--- src/rtl/ula_pkg.sv ---
// Shared definitions for the ALU and its two-requester arbiter: opcode
// encodings, datapath width and the arbiter FSM state type.
package ula_pkg;

    localparam int DATA_W = 32;

    localparam logic [3:0] OP_AND = 4'b0000;
    localparam logic [3:0] OP_OR  = 4'b0001;
    localparam logic [3:0] OP_ADD = 4'b0010;
    localparam logic [3:0] OP_SUB = 4'b0110;
    localparam logic [3:0] OP_SLT = 4'b0111;
    localparam logic [3:0] OP_NOR = 4'b1100;
    localparam logic [3:0] OP_XOR = 4'b1101;
    localparam logic [3:0] OP_SLL = 4'b1110;
    localparam logic [3:0] OP_SRL = 4'b1111;

    typedef enum logic [1:0] {
        IDLE = 2'd0,
        EXEC = 2'd1,
        RESP = 2'd2
    } arb_state_e;

endpackage

--- src/rtl/ula.sv ---
// Combinational 32-bit ALU. Unknown opcodes fall back to ADD; shifts use
// the whole In1 as the amount, so any amount of 32 or more clears the result.
module ula
    import ula_pkg::*;
(
    input  logic [3:0]        opcode_i,
    input  logic [DATA_W-1:0] in1_i,
    input  logic [DATA_W-1:0] in2_i,
    output logic [DATA_W-1:0] result_o,
    output logic              zero_flag_o
);

    logic shift_ovf;

    assign shift_ovf = |in1_i[DATA_W-1:5];

    always_comb begin
        result_o = '0;
        case (opcode_i)
            OP_AND:  result_o = in1_i & in2_i;
            OP_OR:   result_o = in1_i | in2_i;
            OP_ADD:  result_o = in1_i + in2_i;
            OP_SUB:  result_o = in1_i - in2_i;
            OP_SLT:  result_o = {{(DATA_W-1){1'b0}}, (in1_i < in2_i)};
            OP_NOR:  result_o = ~(in1_i | in2_i);
            OP_XOR:  result_o = in1_i ^ in2_i;
            OP_SLL:  result_o = shift_ovf ? '0 : (in2_i << in1_i[4:0]);
            OP_SRL:  result_o = shift_ovf ? '0 : (in2_i >> in1_i[4:0]);
            default: result_o = in1_i + in2_i;
        endcase
    end

    assign zero_flag_o = (result_o == '0);

endmodule

--- config.mk ---
export PLATFORM = sky130hd
export DESIGN_NAME = ula
export DESIGN_NICKNAME = d
export VERILOG_FILES = /design/src/rtl/ula_pkg.sv /design/src/rtl/ula.sv
export SDC_FILE = /design/constraint.sdc
export NUM_CORES = 1
export LEC_CHECK = 0
export ABC_AREA = 1
export CORE_MARGIN = 4
export CORE_UTILIZATION = 45
export DETAILED_ROUTE_END_ITERATION = 8
export GPL_ROUTABILITY_DRIVEN = 1
export GPL_TIMING_DRIVEN = 0
export PLACE_DENSITY = 0.65
export SYNTH_ARGS = -nofsm -noshare
export SYNTH_HDL_FRONTEND = slang
export SYNTH_SLANG_ARGS = --single-unit
--- constraint.sdc ---
create_clock -name vclk -period 6
set_input_delay 1.2 -clock vclk [all_inputs]
set_output_delay 1.2 -clock vclk [all_outputs]
set_load 0.02 [all_outputs]
==> results of run 1 <==
-- stage by stage --
step / power (mW) / cells
2_1_floorplan: 0.6986 / 2126
3_5_place_dp: 1.118 / 2512
3_3_place_gp: 1.111 / 2512
4_1_cts: 1.127 / 2514
6_report: 1.187 / 2518
5_1_grt: 1.263 / 2518
-- synth_stat cells, drive strengths merged --
cell type,number,area [sq um]
a211oi,5,37.54
a21oi,84,427.9
a221oi,17,148.9
a311oi,1,8.760
a31oi,2,12.51
and2,10,62.56
and3,1,6.260
buf,80,506.7
clkbuf,12,47.55
clkinv,1,3.750
fa,2,40.04
ha,96,1201
inv,332,1251
mux2,1,11.26
nand2,778,3000
nand3,353,1787
nand3b,7,52.55
nand4,54,365.3
nor2,174,688.2
nor3,16,80.08
o2111ai,2,17.52
o211ai,5,37.54
o21ai,54,270.3
o21bai,8,60.06
o221ai,1,8.760
o22ai,22,137.6
or2,2,12.51
xor2,6,52.55
-- kinds of logic after synthesis --
logic type / after synthesis
AO/OA/AOI/OAI: 201
adder cells (fa/ha/maj): 98
multiplexers: 1
AND/OR/NAND/NOR: 1395
XOR/XNOR: 6
buffers and inverters: 425
-- layer usage --
metal / up-vias / part of all wire (%) / GRT usage (%)
met5: - / 0 / 0
li1: 7033 / - / -
met3: 305 / 12 / 6.498
met1: 6843 / 34 / 49.72
met2: 1173 / 44 / 70.41
met4: 0 / 9.3 / 30.85
-- where the power goes --
part / internal [mW] / switching, mW
Combinational: 0.388 / 0.800
Clock: 0 / 0
Sequential: 0 / 0
-- how the worst min path moves through the flow --
stage	startpoint	endpoint	slack (ns)	cells after the start
2_1_floorplan	in1_i[4]	result_o[29]	2.77	5
3_3_place_gp	in1_i[7]	result_o[7]	3.96	5
3_5_place_dp	in1_i[7]	result_o[7]	3.96	5
4_1_cts	in1_i[1]	zero_flag_o	3.86	10
5_1_grt	in1_i[4]	zero_flag_o	3.69	12
6_report	in1_i[4]	zero_flag_o	3.64	12
-- critical path, delay by kind of cell --
family / cells / cell delay (ns)
and+or+nand+nor: 14 / 1.70
buffers and inverters: 6 / 1.22
adders and majority gates: 2 / 0.56
-- placed cells by master (no fill, tap or decap), drive strengths merged --
master | Yosys | routed
a211oi | 5 | 5
a21oi | 84 | 84
a221oi | 17 | 17
a311oi | 1 | 1
a31oi | 2 | 2
and2 | 10 | 10
and3 | 1 | 1
buf | 80 | 88
clkbuf | 12 | 13
clkdlybuf4s15 | 0 | 2
clkdlybuf4s50 | 0 | 93
clkinv | 1 | 1
dlymetal6s2s | 0 | 3
fa | 2 | 2
ha | 96 | 96
inv | 332 | 332
mux2 | 1 | 1
nand2 | 778 | 778
nand3 | 353 | 353
nand3b | 7 | 7
nand4 | 54 | 54
nor2 | 174 | 174
nor3 | 16 | 16
o2111ai | 2 | 2
o211ai | 5 | 5
o21ai | 54 | 54
o21bai | 8 | 8
o221ai | 1 | 1
o22ai | 22 | 22
or2 | 2 | 2
xor2 | 6 | 6
-- cell type report --
class	count	area, sq um
multi-input combinational	1701	8597
buffer	90	544.3
tap	285	356.6
inverter	333	1257
fill	2600	10820
timing repair buffer	109	1064
-- timing repair --
item / CTS / global route
pin swaps: 2 / 3
gates resized for setup: 19 / 21
setup endpoints to repair: 26 / 5
buffers inserted: 2 / 6
==> flow_metrics.py, run 1 <==
metrics = {
    "outcome": {
        "status": "finished clean",
    },
    "placement": {
        "dp_slack_ns": -1.006,
        "placed_cell_area_sq_mm": 0.01170,
        "gp_congestion": 1.120,
        "dp_hpwl_microns": 47740,
        "numPortBuffers": 101,
    },
    "run": {
        "maxCapViolations": 0,
    },
    "min_path": {
        "holdCritPathClass": "input pin to output pin",
    },
    "critical_path": {
        "cpPeakStageDelay_ns": 0.51,
        "crit_top_cell": "nand2_1",
        "startpoint": "in1_i[0]",
        "slowest_stage": "clkdlybuf4s50_1",
        "end_kind": "output pin",
        "setup.worst_path.start_class": "input pin",
        "criticalPathCategory": "input pin to output pin",
        "crit_arrival_ns": 4.69,
        "crit_path_end": "zero_flag_o",
        "required_ns": 4.80,
        "crit_chain": "clkdlybuf4s50_1 > buf_6 > inv_4 > buf_6 > ha_4 > fa_2 > inv_2 > nand2_1 > nand2_2 > nand3_1 > nand2_2 > nand2_1 > nand3_2 > nand2_1 > nand2_2 > nand4_1 > nor2_1 > nand2_1 > nor2_4 > nand2_1 > nor2_1 > buf_2",
        "crit_fanout": 11,
    },
    "layout": {
        "areaGrowthSynthToFinish_pct": 14.34,
        "register_area_sq_um": 0,
        "fin_nets": 2401,
        "drive_gt1_share_pct": 7.613,
        "finalInstanceArea_sq_mm": 0.01182,
        "diodes": 0,
        "clkbuf_count": 0,
        "finish.utilization_pct": 52.20,
        "seq_cells": 0,
    },
    "cts": {
        "ctsHoldBuffers": 0,
    },
    "sta": {
        "fmax_mhz": 169.6,
        "relSlewSlack_pct": 42.88,
        "rsz0062_at_grt": "false",
        "min_period_over_period_pct": 98.25,
        "layout_setup_ws_ns": 0.1051,
        "worst_pin_slew_ns": 0.8568,
        "fin_tns_setup_ns": 0,
        "final.min_clock_period_ns": 5.895,
        "slew_violations": 0,
        "hold_viol": 0,
        "fin_hold_ws_ns": 3.642,
        "setup_viol_count_final": 0,
    },
    "yosys": {
        "syn-mean-instance-area_sq_um": 4.862,
        "synthMuxAreaShare_pct": 0.1089,
        "synthXorXnorAreaFrac_pct": 0.5084,
        "syn-cell-area_sq_mm": 0.01034,
        "synth_top_family_by_area": "simple AND/OR/NAND/NOR gates",
        "synthCells": 2126,
        "yosys_warnings": 0,
        "synth-simple-area-share_pct": 58.58,
        "ys_seq_area_share_pct": 0,
        "synth-compound-area-share_pct": 11.29,
        "yosysUniqueCellTypes": 43,
        "synthAdderAreaFrac_pct": 12.01,
        "syn_nets": 2292,
    },
    "drt": {
        "drt_iter0_drc": 2251,
        "ant_nets": 0,
        "num_vias": 15354,
        "viasPerCell": 6.098,
        "detail_route.wl_per_cell_microns": 22.90,
        "drc_errors": 0,
        "drt-total-wl_microns": 57660,
        "first_pass_iters": 7,
    },
    "global_route": {
        "grt_pass1_vias": 14338,
        "grtUsageTotal_pct": 42.48,
        "grt_pass1_wl_microns": 83670,
        "grt.overflow.total": 0,
        "grt_max_degree": 12,
        "antenna_found_initial": 0,
    },
    "floorplan": {
        "die_h_microns": 159.6,
        "die_area_sq_mm": 0.02546,
        "io_pins": 101,
        "fp.dieW_microns": 159.6,
        "core_sq_mm": 0.02264,
        "initial_core_util_pct": 45.65,
        "rows": 55,
    },
    "power_and_ir_drop": {
        "p_leak_nw": 6.708,
        "ir_drop_mv": 0.05320,
        "p_per_area_mw_per_mm2": 100.5,
    },
}
Note: power is estimated with default switching activity, not from simulation.
==> inputs of run 2 (changes only) <==
--- a/config.mk
+++ b/config.mk
@@ -11,7 +11,8 @@
 export DETAILED_ROUTE_END_ITERATION = 8
 export GPL_ROUTABILITY_DRIVEN = 1
 export GPL_TIMING_DRIVEN = 0
-export PLACE_DENSITY = 0.65
+export PLACE_DENSITY = 0.64
+export SETUP_SLACK_MARGIN = 0.3
 export SYNTH_ARGS = -nofsm -noshare
 export SYNTH_HDL_FRONTEND = slang
 export SYNTH_SLANG_ARGS = --single-unit
==> flow_metrics.py, run 2 (synthesis results as in run 1) <==
metrics = {
    "sta": {
        "setup_viol_count_final": 0,
        "fin_tns_setup_ns": 0,
        "min_period_over_period_pct": 94.31,
        "rsz0062_at_grt": "false",
        "relSlewSlack_pct": 48.36,
        "slew_violations": 0,
        "final.min_clock_period_ns": 5.658,
        "hold_viol": 0,
        "fin_hold_ws_ns": 3.420,
        "fmax_mhz": 176.7,
        "worst_pin_slew_ns": 0.7747,
    },
    "global_route": {
        "top_usage_layer": "met2",
        "met2_usage_pct": 69.60,
        "grt_pass1_wl_microns": 80870,
        "grt_use_met1_pct": 49.00,
        "antenna_found_initial": 0,
        "grt_max_degree": 12,
        "grt_pass1_vias": 13815,
        "grt_util_met3_pct": 5.928,
        "grtUsageTotal_pct": 41.17,
        "grt.overflow.total": 0,
    },
    "floorplan": {
        "io_pins": 101,
        "initial_core_util_pct": 45.65,
        "die_h_microns": 159.6,
        "core_sq_mm": 0.02264,
        "fp.dieW_microns": 159.6,
        "die_area_sq_mm": 0.02546,
        "rows": 55,
    },
    "cts": {
        "ctsHoldBuffers": 0,
    },
    "layout": {
        "seq_cells": 0,
        "finish.utilization_pct": 53.19,
        "areaGrowthSynthToFinish_pct": 16.51,
        "fin_nets": 2403,
        "layout.cells.non_filler": 2521,
        "nFillCells": 2534,
        "register_area_sq_um": 0,
        "drive_gt1_share_pct": 9.262,
        "final_common_cell": "nand2_1",
        "clkbuf_count": 0,
        "most-common-layout-cells": "nand2_1 (739), nand3_1 (338), inv_1 (313), nor2_1 (149), ha_1 (93)",
        "multi_input_area_sq_mm": 0.008735,
    },
    "drt": {
        "ant_nets": 0,
        "first_pass_iters": 6,
        "drc_errors": 0,
        "num_vias": 15131,
        "drt_iter0_drc": 2134,
        "drt-total-wl_microns": 56640,
        "detail_route.wl_per_cell_microns": 22.47,
        "viasPerCell": 6.002,
    },
    "run": {
        "maxCapViolations": 0,
    },
    "critical_path": {
        "crit_fanout": 10,
        "criticalPathCategory": "input pin to output pin",
        "required_ns": 4.80,
        "crit_arrival_ns": 4.46,
        "setup.worst_path.start_class": "input pin",
        "startpoint": "in1_i[19]",
        "end_kind": "output pin",
        "crit_path_end": "result_o[27]",
    },
    "outcome": {
        "status": "finished clean",
    },
    "placement": {
        "numPortBuffers": 101,
        "dp_cells": 2512,
        "gp_congestion": 1.135,
        "dp_hpwl_microns": 46990,
    },
    "min_path": {
        "holdCritPathClass": "input pin to output pin",
    },
    "power_and_ir_drop": {
        "p_per_area_mw_per_mm2": 99.26,
        "p_leak_nw": 6.980,
        "ir_drop_mv": 0.05762,
    },
}
[run 2: changes by cell type in the layout (fill, tap and decap cells not counted), moves of 4 or more]
cell,delta
nand3_2,+7
clkdlybuf4s50_1,-31
dlygate4sd2_1,+8
dlymetal6s2s_1,+24
nor2_1,-12
nand3_1,-8
inv_1,-4
nor2_2,+10
[run 2: power by group]
group | internal [mW] | total (mW) | switching, mW | leakage [nW]
registers | 0 | 0 | 0 | 0
clock network | 0.0000000157 | 0.0000000157 | 0 | 0.00000902
logic | 0.389 | 1.20 | 0.806 | 6.98
[run 2: how the worst min path moves through the flow]
stage	start	to	slack, ns	cells after the start
2_1_floorplan	in1_i[4]	result_o[29]	2.77	5
3_3_place_gp	in1_i[7]	result_o[7]	3.96	5
3_5_place_dp	opcode_i[0]	result_o[0]	3.98	6
4_1_cts	in1_i[4]	result_o[29]	3.54	7
5_1_grt	in1_i[4]	result_o[29]	3.46	7
6_report	in1_i[4]	result_o[29]	3.42	7
[run 2: routing by layer]
metal,vias up,share of wire (%)
met5,-,0
met4,0,8.9
met3,282,11
met2,1066,45
met1,6748,36
li1,7035,-
[run 2: final cells by class]
class                      instances  area share, %
timing repair buffer             109          9.226
multi-input combinational       1701          72.53
inverter                         333          10.47
buffer                            92          4.790
tap                              285          2.961
antenna                            1        0.02078
[run 2: repair_timing]
action / in CTS / in global routing
gates cloned: 0 / 0
pin swaps: 3 / 10
setup endpoints to repair: 29 / 21
resized for setup: 33 / 86
buffers inserted: 4 / 4
[run 2: metrics by stage]
step	instance area, sq um	worst slack (ns)	total power [mW]
3_3_place_gp	11700	-1.051	1.111
5_1_grt	12040	0.2503	1.272
3_5_place_dp	11700	-1.081	1.120
4_1_cts	11770	0.1509	1.127
6_report	12040	0.3416	1.195
2_1_floorplan	10340	1.140	0.6986
[run 2: worst max-delay path, cell delays in order]
cell             delay, ns
clkdlybuf4s50_1       0.48
inv_1                 0.11
nand3_1               0.19
nor3_1                0.53
nand2_1               0.13
nor2_2                0.35
buf_2                 0.34
nand2_1               0.11
inv_1                 0.06
nand2_1               0.12
nand4_1               0.19
clkdlybuf4s50_1       0.63
==> inputs of run 3 (changes only) <==
--- a/config.mk
+++ b/config.mk
@@ -6,6 +6,7 @@
 export NUM_CORES = 1
 export LEC_CHECK = 0
 export ABC_AREA = 1
+export CAP_MARGIN = 30
 export CORE_MARGIN = 4
 export CORE_UTILIZATION = 45
 export DETAILED_ROUTE_END_ITERATION = 8
==> results of run 3 <==
The final DEF is identical to that of run 2; final timing and power are the same.
